<file path="config.mk">
export PLATFORM = sky130hd
export DESIGN_NAME = picorv_vec_mem_arbiter
export DESIGN_NICKNAME = d
export VERILOG_FILES = /design/src/rtl/picorv_vec_pkg.sv /design/src/rtl/picorv_rr_pick2.sv /design/src/rtl/picorv_vec_mem_arbiter.sv
export SDC_FILE = /design/constraint.sdc
export NUM_CORES = 1
export LEC_CHECK = 0
export BUFFER_PORTS_ARGS = -buffer_cell sky130_fd_sc_hd__buf_2
export CAP_MARGIN = 15
export CORE_AREA = 4 4 118 120
export CTS_CLUSTER_DIAMETER = 200
export DETAILED_ROUTE_END_ITERATION = 7
export DIE_AREA = 0 0 122 124
export GPL_TIMING_DRIVEN = 0
export PLACE_DENSITY_LB_ADDON = 0.05
export SETUP_SLACK_MARGIN = 0.5
export SLEW_MARGIN = 25
export SYNTH_ARGS = -nofsm -noshare
export SYNTH_HDL_FRONTEND = slang
export SYNTH_SLANG_ARGS = --single-unit
</file>
<file path="constraint.sdc">
create_clock -name clk -period 4.6 [get_ports clk]
set_input_delay 0.69 -clock clk [delete_from_list [all_inputs] [get_ports clk]]
set_output_delay 0.69 -clock clk [all_outputs]
set_load 0.01 [all_outputs]
</file>
<file path="src/rtl/picorv_vec_pkg.sv">
// Shared types and defaults for the picorv32 / vector-coprocessor memory arbiter.
// Grant encoding doubles as the requester index into the per-requester arrays.
package picorv_vec_pkg;

  typedef enum logic [1:0] {
    ST_IDLE     = 2'd0,
    ST_BUSY_CPU = 2'd1,
    ST_BUSY_VEC = 2'd2
  } arb_state_t;

  localparam logic GNT_CPU = 1'b0;
  localparam logic GNT_VEC = 1'b1;
  localparam int   NUM_REQ = 2;

  localparam int          DEF_TIMEOUT     = 256;
  localparam logic [31:0] DEF_ABORT_RDATA = 32'hDEAD_BEEF;

  typedef struct packed {
    logic [31:0] addr;
    logic [31:0] wdata;
    logic [3:0]  wstrb;
  } mem_req_t;

  function automatic arb_state_t busy_state(input logic gnt);
    return gnt ? ST_BUSY_VEC : ST_BUSY_CPU;
  endfunction

endpackage

</file>
<file path="src/rtl/picorv_rr_pick2.sv">
// Combinational two-way round-robin pick: on a tie the side that did not win last time goes.
module picorv_rr_pick2
  import picorv_vec_pkg::*;
(
  input  logic req_cpu,
  input  logic req_vec,
  input  logic last_grant,
  output logic grant,
  output logic any
);

  always_comb begin
    any = req_cpu | req_vec;
    if (req_cpu && req_vec) grant = ~last_grant;
    else                    grant = req_vec ? GNT_VEC : GNT_CPU;
  end

endmodule

</file>
<file path="src/rtl/picorv_vec_mem_arbiter.sv">
// Arbitrates one memory port between the picorv32 core and the vector coprocessor.
// One transfer per grant; a watchdog aborts transfers the memory never acknowledges.
module picorv_vec_mem_arbiter
  import picorv_vec_pkg::*;
#(
  parameter int          TIMEOUT     = DEF_TIMEOUT,
  parameter logic [31:0] ABORT_RDATA = DEF_ABORT_RDATA
) (
  input  logic        clk,
  input  logic        resetn,
  input  logic        cpu_mem_valid,
  input  logic [31:0] cpu_mem_addr,
  input  logic [31:0] cpu_mem_wdata,
  input  logic [3:0]  cpu_mem_wstrb,
  output logic        cpu_mem_ready,
  output logic [31:0] cpu_mem_rdata,
  input  logic        vec_mem_valid,
  input  logic [31:0] vec_mem_addr,
  input  logic [31:0] vec_mem_wdata,
  input  logic [3:0]  vec_mem_wstrb,
  output logic        vec_mem_ready,
  output logic [31:0] vec_mem_rdata,
  output logic        mem_valid,
  output logic [31:0] mem_addr,
  output logic [31:0] mem_wdata,
  output logic [3:0]  mem_wstrb,
  input  logic        mem_ready,
  input  logic [31:0] mem_rdata,
  output logic        grant_vec,
  output logic        timeout_err
);

  localparam int              WD_W    = $clog2(TIMEOUT);
  localparam logic [WD_W-1:0] WD_LAST = WD_W'(TIMEOUT - 1);

  arb_state_t state, state_nxt;
  logic       last_grant, last_grant_nxt;
  logic [WD_W-1:0] wdog;
  logic       pick_gnt, pick_any;
  logic       busy, owner, wd_hit, done, abort;

  mem_req_t [NUM_REQ-1:0]        req;
  mem_req_t                      sel;
  logic [NUM_REQ-1:0]            req_ready;
  logic [NUM_REQ-1:0][31:0]      req_rdata;

  assign req[GNT_CPU] = '{addr: cpu_mem_addr, wdata: cpu_mem_wdata, wstrb: cpu_mem_wstrb};
  assign req[GNT_VEC] = '{addr: vec_mem_addr, wdata: vec_mem_wdata, wstrb: vec_mem_wstrb};

  picorv_rr_pick2 u_pick (
    .req_cpu    (cpu_mem_valid),
    .req_vec    (vec_mem_valid),
    .last_grant (last_grant),
    .grant      (pick_gnt),
    .any        (pick_any)
  );

  assign busy   = (state != ST_IDLE);
  assign owner  = (state == ST_BUSY_VEC);
  assign wd_hit = (wdog == WD_LAST);
  // A late mem_ready landing on the final watchdog cycle still counts as a real completion.
  assign done   = busy && (mem_ready || wd_hit);
  assign abort  = busy && !mem_ready && wd_hit;

  always_comb begin
    state_nxt      = state;
    last_grant_nxt = last_grant;
    case (state)
      ST_IDLE: begin
        if (pick_any) begin
          state_nxt      = busy_state(pick_gnt);
          last_grant_nxt = pick_gnt;
        end
      end
      ST_BUSY_CPU, ST_BUSY_VEC: begin
        if (done) state_nxt = ST_IDLE;
      end
      default: state_nxt = ST_IDLE;
    endcase
  end

  always_ff @(posedge clk or negedge resetn) begin
    if (!resetn) begin
      state       <= ST_IDLE;
      last_grant  <= GNT_VEC;
      wdog        <= '0;
      timeout_err <= 1'b0;
    end else begin
      state       <= state_nxt;
      last_grant  <= last_grant_nxt;
      timeout_err <= timeout_err | abort;
      if (!busy)          wdog <= '0;
      else if (!mem_ready) wdog <= wdog + 1'b1;
    end
  end

  // mem_valid is a pure decode of the state register, so it is glitch-free and drops on reset.
  assign mem_valid = busy;
  assign grant_vec = owner;
  assign sel       = busy ? req[owner] : '0;
  assign mem_addr  = sel.addr;
  assign mem_wdata = sel.wdata;
  assign mem_wstrb = sel.wstrb;

  for (genvar g = 0; g < NUM_REQ; g++) begin : g_rsp
    assign req_ready[g] = done && (owner == 1'(g));
    assign req_rdata[g] = !req_ready[g] ? '0 : (mem_ready ? mem_rdata : ABORT_RDATA);
  end

  assign cpu_mem_ready = req_ready[GNT_CPU];
  assign cpu_mem_rdata = req_rdata[GNT_CPU];
  assign vec_mem_ready = req_ready[GNT_VEC];
  assign vec_mem_rdata = req_rdata[GNT_VEC];

endmodule
</file>
Yosys cells after proc, flatten, opt, wreduce, memory -nomap -nowiden
Cells that the tools add are included.
{"block": "classes", "add_sub_neg": 1, "multipliers": 0, "n_div": 0, "n_lt_le_gt_ge": 1, "n_eq_ne": 6, "shift": 0, "muxes": 14, "bitwise": 4, "n_reduce_logical": 13}
{"op": "$mux W68", "n": 3}
{"op": "$mux W32", "n": 3}
{"op": "$mux W8", "n": 2}
{"op": "$add A8 B1 Y8 const B", "n": 1}
{"op": "$eq A8 B8 Y1 const B", "n": 1}
{"op": "$logic_and A1 B1 Y1", "n": 6}
{"op": "$mux W2", "n": 3}
{"op": "$ne A2 B2 Y1 const B", "n": 3}
{"op": "$pmux W2 S2", "n": 1}
{"op": "$reduce_and A2 Y1", "n": 2}
{"op": "$eq A2 B1 Y1 const B", "n": 1}
{"op": "$eq A2 B2 Y1 const B", "n": 1}
{"op": "$logic_not A2 Y1", "n": 1}
{"op": "$lt A1 B2 Y1 const B", "n": 1}
{"op": "$mux W1", "n": 2}
{"op": "$not A1 Y1", "n": 2}
{"op": "$or A1 B1 Y1", "n": 2}
{"op": "$reduce_bool A2 Y1", "n": 1}
{"op": "$reduce_or A2 Y1", "n": 1}
{"op": "$logic_not A1 Y1", "n": 1}
{"op": "$logic_or A1 B1 Y1", "n": 1}
{"block": "totals", "ff_bits": 12, "latch_bits": 0, "ramBits": 0, "mem_bits_ro": 0, "out_inout_bits": 137, "word_cells": 43, "memories": 0}

Logic depth before layout (Yosys ltp)
{"block": "depth", "ltp_word": 5, "depth_mapped": 7, "mapped_depth_nobuf": 6}

By module
From an unflattened synthesis, not the netlist that was laid out.
{"block": "hier_totals", "cells_unflattened": 319, "hier_area_um2": 2220.9}
{"module": "picorv_vec_mem_arbiter", "n_inst": 1, "cells_each": 317, "area_each_um2": 2207.1, "seq_area_each_um2": 301.5}
{"module": "picorv_rr_pick2", "n_inst": 1, "cells_each": 2, "area_each_um2": 13.8, "seq_area_each_um2": 0.0}

Worst setup path after synthesis
No wires, ideal clock.
{"block": "synth_timing", "path_kind": "register -> output", "startpoint": "register state[0]", "endpoint": "output port cpu_mem_rdata[18]", "arrival_time_ns": 1.610, "required_time_ns": 3.910, "setup_slack_ns": 2.300, "stages_incl_launch_ff": 8, "cell_sequence": "dfrtp_1 inv_1 ha_1 buf_2 or2_2 clkbuf_1 clkbuf_1 a21oi_1"}
{"block": "synth_between", "elab_chain_len": 4, "elab_cells_between_ends": 6}
{"element": "start: declaration", "line_no": "picorv_vec_mem_arbiter.sv:36", "source": "arb_state_t state, state_nxt;"}
{"element": "start signal: assignment", "line_no": "picorv_vec_mem_arbiter.sv:89", "source": "state <= state_nxt;"}
{"element": "$eq A2 B2 Y1", "line_no": "picorv_vec_mem_arbiter.sv:59", "source": "assign owner = (state == ST_BUSY_VEC);"}
{"element": "named net grant_vec", "line_no": "picorv_vec_mem_arbiter.sv:29", "source": "output logic grant_vec,"}
{"element": "$not A1 Y1", "line_no": "picorv_vec_mem_arbiter.sv:106", "source": "assign req_ready[g] = done && (owner == 1'(g));"}
{"element": "$logic_and A1 B1 Y1", "line_no": "picorv_vec_mem_arbiter.sv:106"}
{"element": "$mux W32", "line_no": "picorv_vec_mem_arbiter.sv:107", "source": "assign req_rdata[g] = !req_ready[g] ? '0 : (mem_ready ? mem_rdata : ABORT_RDATA);"}
{"element": "end: declaration", "line_no": "picorv_vec_mem_arbiter.sv:16", "source": "output logic [31:0] cpu_mem_rdata,"}
The timed path passes the listed nets, and every way through them passes these cells.

Worst setup path in the final report
{"block": "layout_timing", "startpoint": "register state[0]", "endpoint": "output port cpu_mem_rdata[19]"}
{"block": "layout_between", "elab_chain_len": 4, "elab_cells_between_ends": 6}
{"element": "$eq A2 B2 Y1 / $reduce_bool A2 Y1 (equally long branches)", "line_no": "picorv_vec_mem_arbiter.sv:59, picorv_vec_mem_arbiter.sv:58"}
{"element": "$not A1 Y1 / $logic_and A1 B1 Y1 (equally long branches)", "line_no": "picorv_vec_mem_arbiter.sv:106, picorv_vec_mem_arbiter.sv:62"}
{"element": "$logic_and A1 B1 Y1 *", "line_no": "picorv_vec_mem_arbiter.sv:106"}
{"element": "$mux W32 *", "line_no": "picorv_vec_mem_arbiter.sv:107"}
Every way passes the cells marked *; elsewhere a longest branch is shown, timed or not.

==> results by group <==
Routing
  – Initial DRC count: 126
  – Average routed wire per standard cell: 16.1 µm
  – Final ANT Viol Nets: 0
  – Vias/cell: 4.24
  – DRC viols: 0
  – First-pass DRT Iterations: 4
  – Total number of vias: 3446
  – Drt total wl: 13.1 mm

Floorplan
  – CORE AREA: 0.0130 mm²
  – Die X-Extent: 122 µm
  – Chip height: 124 µm
  – Top-Level Pins: 310
  – Initial Util: 17.3%
  – Die Area: 0.0151 mm²
  – # rows: 42

Placement
  – Number of I/O port buffers: 309
  – DP Cell Count: 806
  – Placement Setup Slack: 1.79 ns
  – Detailed placement HPWL: 11.4 mm
  – Post-DP Area: 0.00401 mm²
  – GPL Wtd Cong: 0.855

Clocking
  – Clock root cell: clkbuf_16
  – Resize count post-CTS: 0
  – Clk slew on worst S/H paths: 0.04 ns
  – Setup Fix Bufs, Post-CTS: 0
  – CTS tree: done
  – CTS Hold Buffers Added: 0
  – Clock Path Buffers: 2
  – Total number of H-tree levels: 1
  – Sink Count: 12
  – Worst skew pair latency: 0.24 ns
  – CTS buffer count: 3

Synthesis
  – Post-synth EDFFs: 0
  – Cell area after synthesis: 0.00225 mm²
  – Post-Synthesis Cells: 321
  – Syn Area/Cell: 7.00 µm²
  – Mapped Nets: 497
  – Yosys warnings: 0
  – Cell variety after synth: 33
  – Synth async-reset ratio: 100%
  – Yosys reg bits: 12
  – Top FF cell, synth: dfrtp_1
  – Seq/Total Area, Yosys: 13.4%

Final layout
  – Fin util: 31.6%
  – Leading cell type in the layout, fill and taps excluded: buf_2
  – Design area: 0.00410 mm²
  – Share of post-route cells with drive strength above 1: 55.7%
  – Area grow syn2layout: 82.5%
  – Highest-count cells in the layout ignoring fill and taps: 322 x buf_2, 79 x nor2_1, 69 x mux2i_1
  – Final #Nets: 811
  – Finished Layout Cells: 813

Setup path
  – Critical path's slowest cell: dfrtp_1
  – Critical path class: register to output port
  – CP max stage delay: 0.34 ns
  – Crit path capture type: output port
  – Crit-path cells: inv_1, ha_1, buf_2, or2_2, clkbuf_1, clkbuf_1, a21oi_1, buf_2
  – Worst EP arrival: 2.25 ns
  – Critical Path Source Type: register
  – CP max FO: 10
  – Worst EP required: 3.91 ns

Worst hold path
  – Worst min-delay path category: primary input to async pin

Power
  – Power Density: 412 mW/mm²
  – Maximum vdd drop: 0.000152 V
  – Leak Pwr: 2.30 nW

STA
  – Fmax: 0.340 GHz
  – Period Utilization, post-route: 63.9%
  – Max-slew violation count: 0
  – Unrepaired setup endpoints after global routing: no
  – Final setup violation count: 0
  – Setup_tns: 0 ns
  – Min Tclk post-route: 2.94 ns
  – Final setup margin: 1.66 ns
  – Max_slew headroom: 60.8%
  – Final Skew: 0.00471 ns
  – Final hold vios: 0
  – Tightest Pin Transition: 0.589 ns

GRT
  – Initial antenna violation count: 5
  – Gr usage total: 16.0%
  – Largest net degree at the start of global routing: 13
  – First-pass GRT wire length: 18.7 mm
  – Grt ovf: 0
  – Vias in the first global route: 3368

Flow run
  – Total of max-cap violations: 0

Outcome
  – Status: complete, no violations
==> worst max-delay path: cells and delay by family (launching register included) <==
family                     cells  cell delay (ns)
AOI/OAI and AO/OA              1             0.26
adders and majority gates      1             0.21
buffers and inverters          5             0.91
DFF                            1             0.34
and+or+nand+nor                1             0.28
==> layout make-up <==
cell class              count  area [µm²]
diodes                      3        7.51
plain buffers              30         155
clock buffers               4        78.8
fillers                  1476        8880
inverters                   4        15.0
multi-input cells         275        1780
flip-flops and latches     12         302
well taps                 176         220
repair buffers            309        1550
==> routing by layer <==
metal  wire, µm  GRT usage (%)
met5         40              0
met4         72           2.66
met3       1550           5.09
met2       6570           30.3
met1       4860           17.6
==> cells by family after synthesis <==
group / after synthesis / share of synthesized area, %
and+or+nand+nor: 137 / 26.8
muxes: 69 / 30.7
AOI/OAI and AO/OA: 62 / 18.2
buffers and inverters: 34 / 7.57
DFF: 12 / 13.4
xor gates and xnor gates: 4 / 1.56
adders and majority gates: 3 / 1.67
==> path summary, 6_finish.rpt <==
path                            slack, ns  cells after the start                end   startpoint
worst min register to register       0.46                      1        timeout_err  timeout_err
min in group clk                     0.46                      1        timeout_err  timeout_err
worst max register to register       2.88                      6         last_grant     state[0]
worst min-delay path                 0.32                      1        timeout_err       resetn
max in group asynchronous            4.00                      1         last_grant       resetn
worst max-delay path                 1.66                      8  cpu_mem_rdata[19]     state[0]
==> Yosys cell counts (all sizes together), types with 3 or more instances <==
master	number	share of area (%)
clkbuf	9	1.5
nor2	79	13
or3	4	1.3
dfrtp	11	12
and2	16	4.5
mux2i	69	31
inv	4	0.67
a21oi	52	15
ha	3	1.7
xor2	3	1.2
buf	21	5.4
o21ai	3	0.67
nand2	28	4.7
==> flip-flops by register name, indices dropped and copies added, names as in the netlist <==
signal and count:
wdog 8, state 2, last_grant 1, timeout_err 1
==> power by group <==
group	internal, W	switching, W	total (W)
logic	0.000557	0.000830	0.00139
clock network	0.000116	0.0000437	0.000160
registers	0.000128	0.0000154	0.000144
total	0.000801	0.000889	0.00169
==> metrics by stage <==
stage / power, W / hold slack (ns)
after floorplan: 0.000977 / 0.394
after global placement: 0.00156 / 0.446
after detailed placement: 0.00155 / 0.451
after CTS: 0.00172 / 0.336
after global routing: 0.00185 / 0.346
final: 0.00169 / 0.323
No activity file was read; power rests on OpenSTA's default activity.
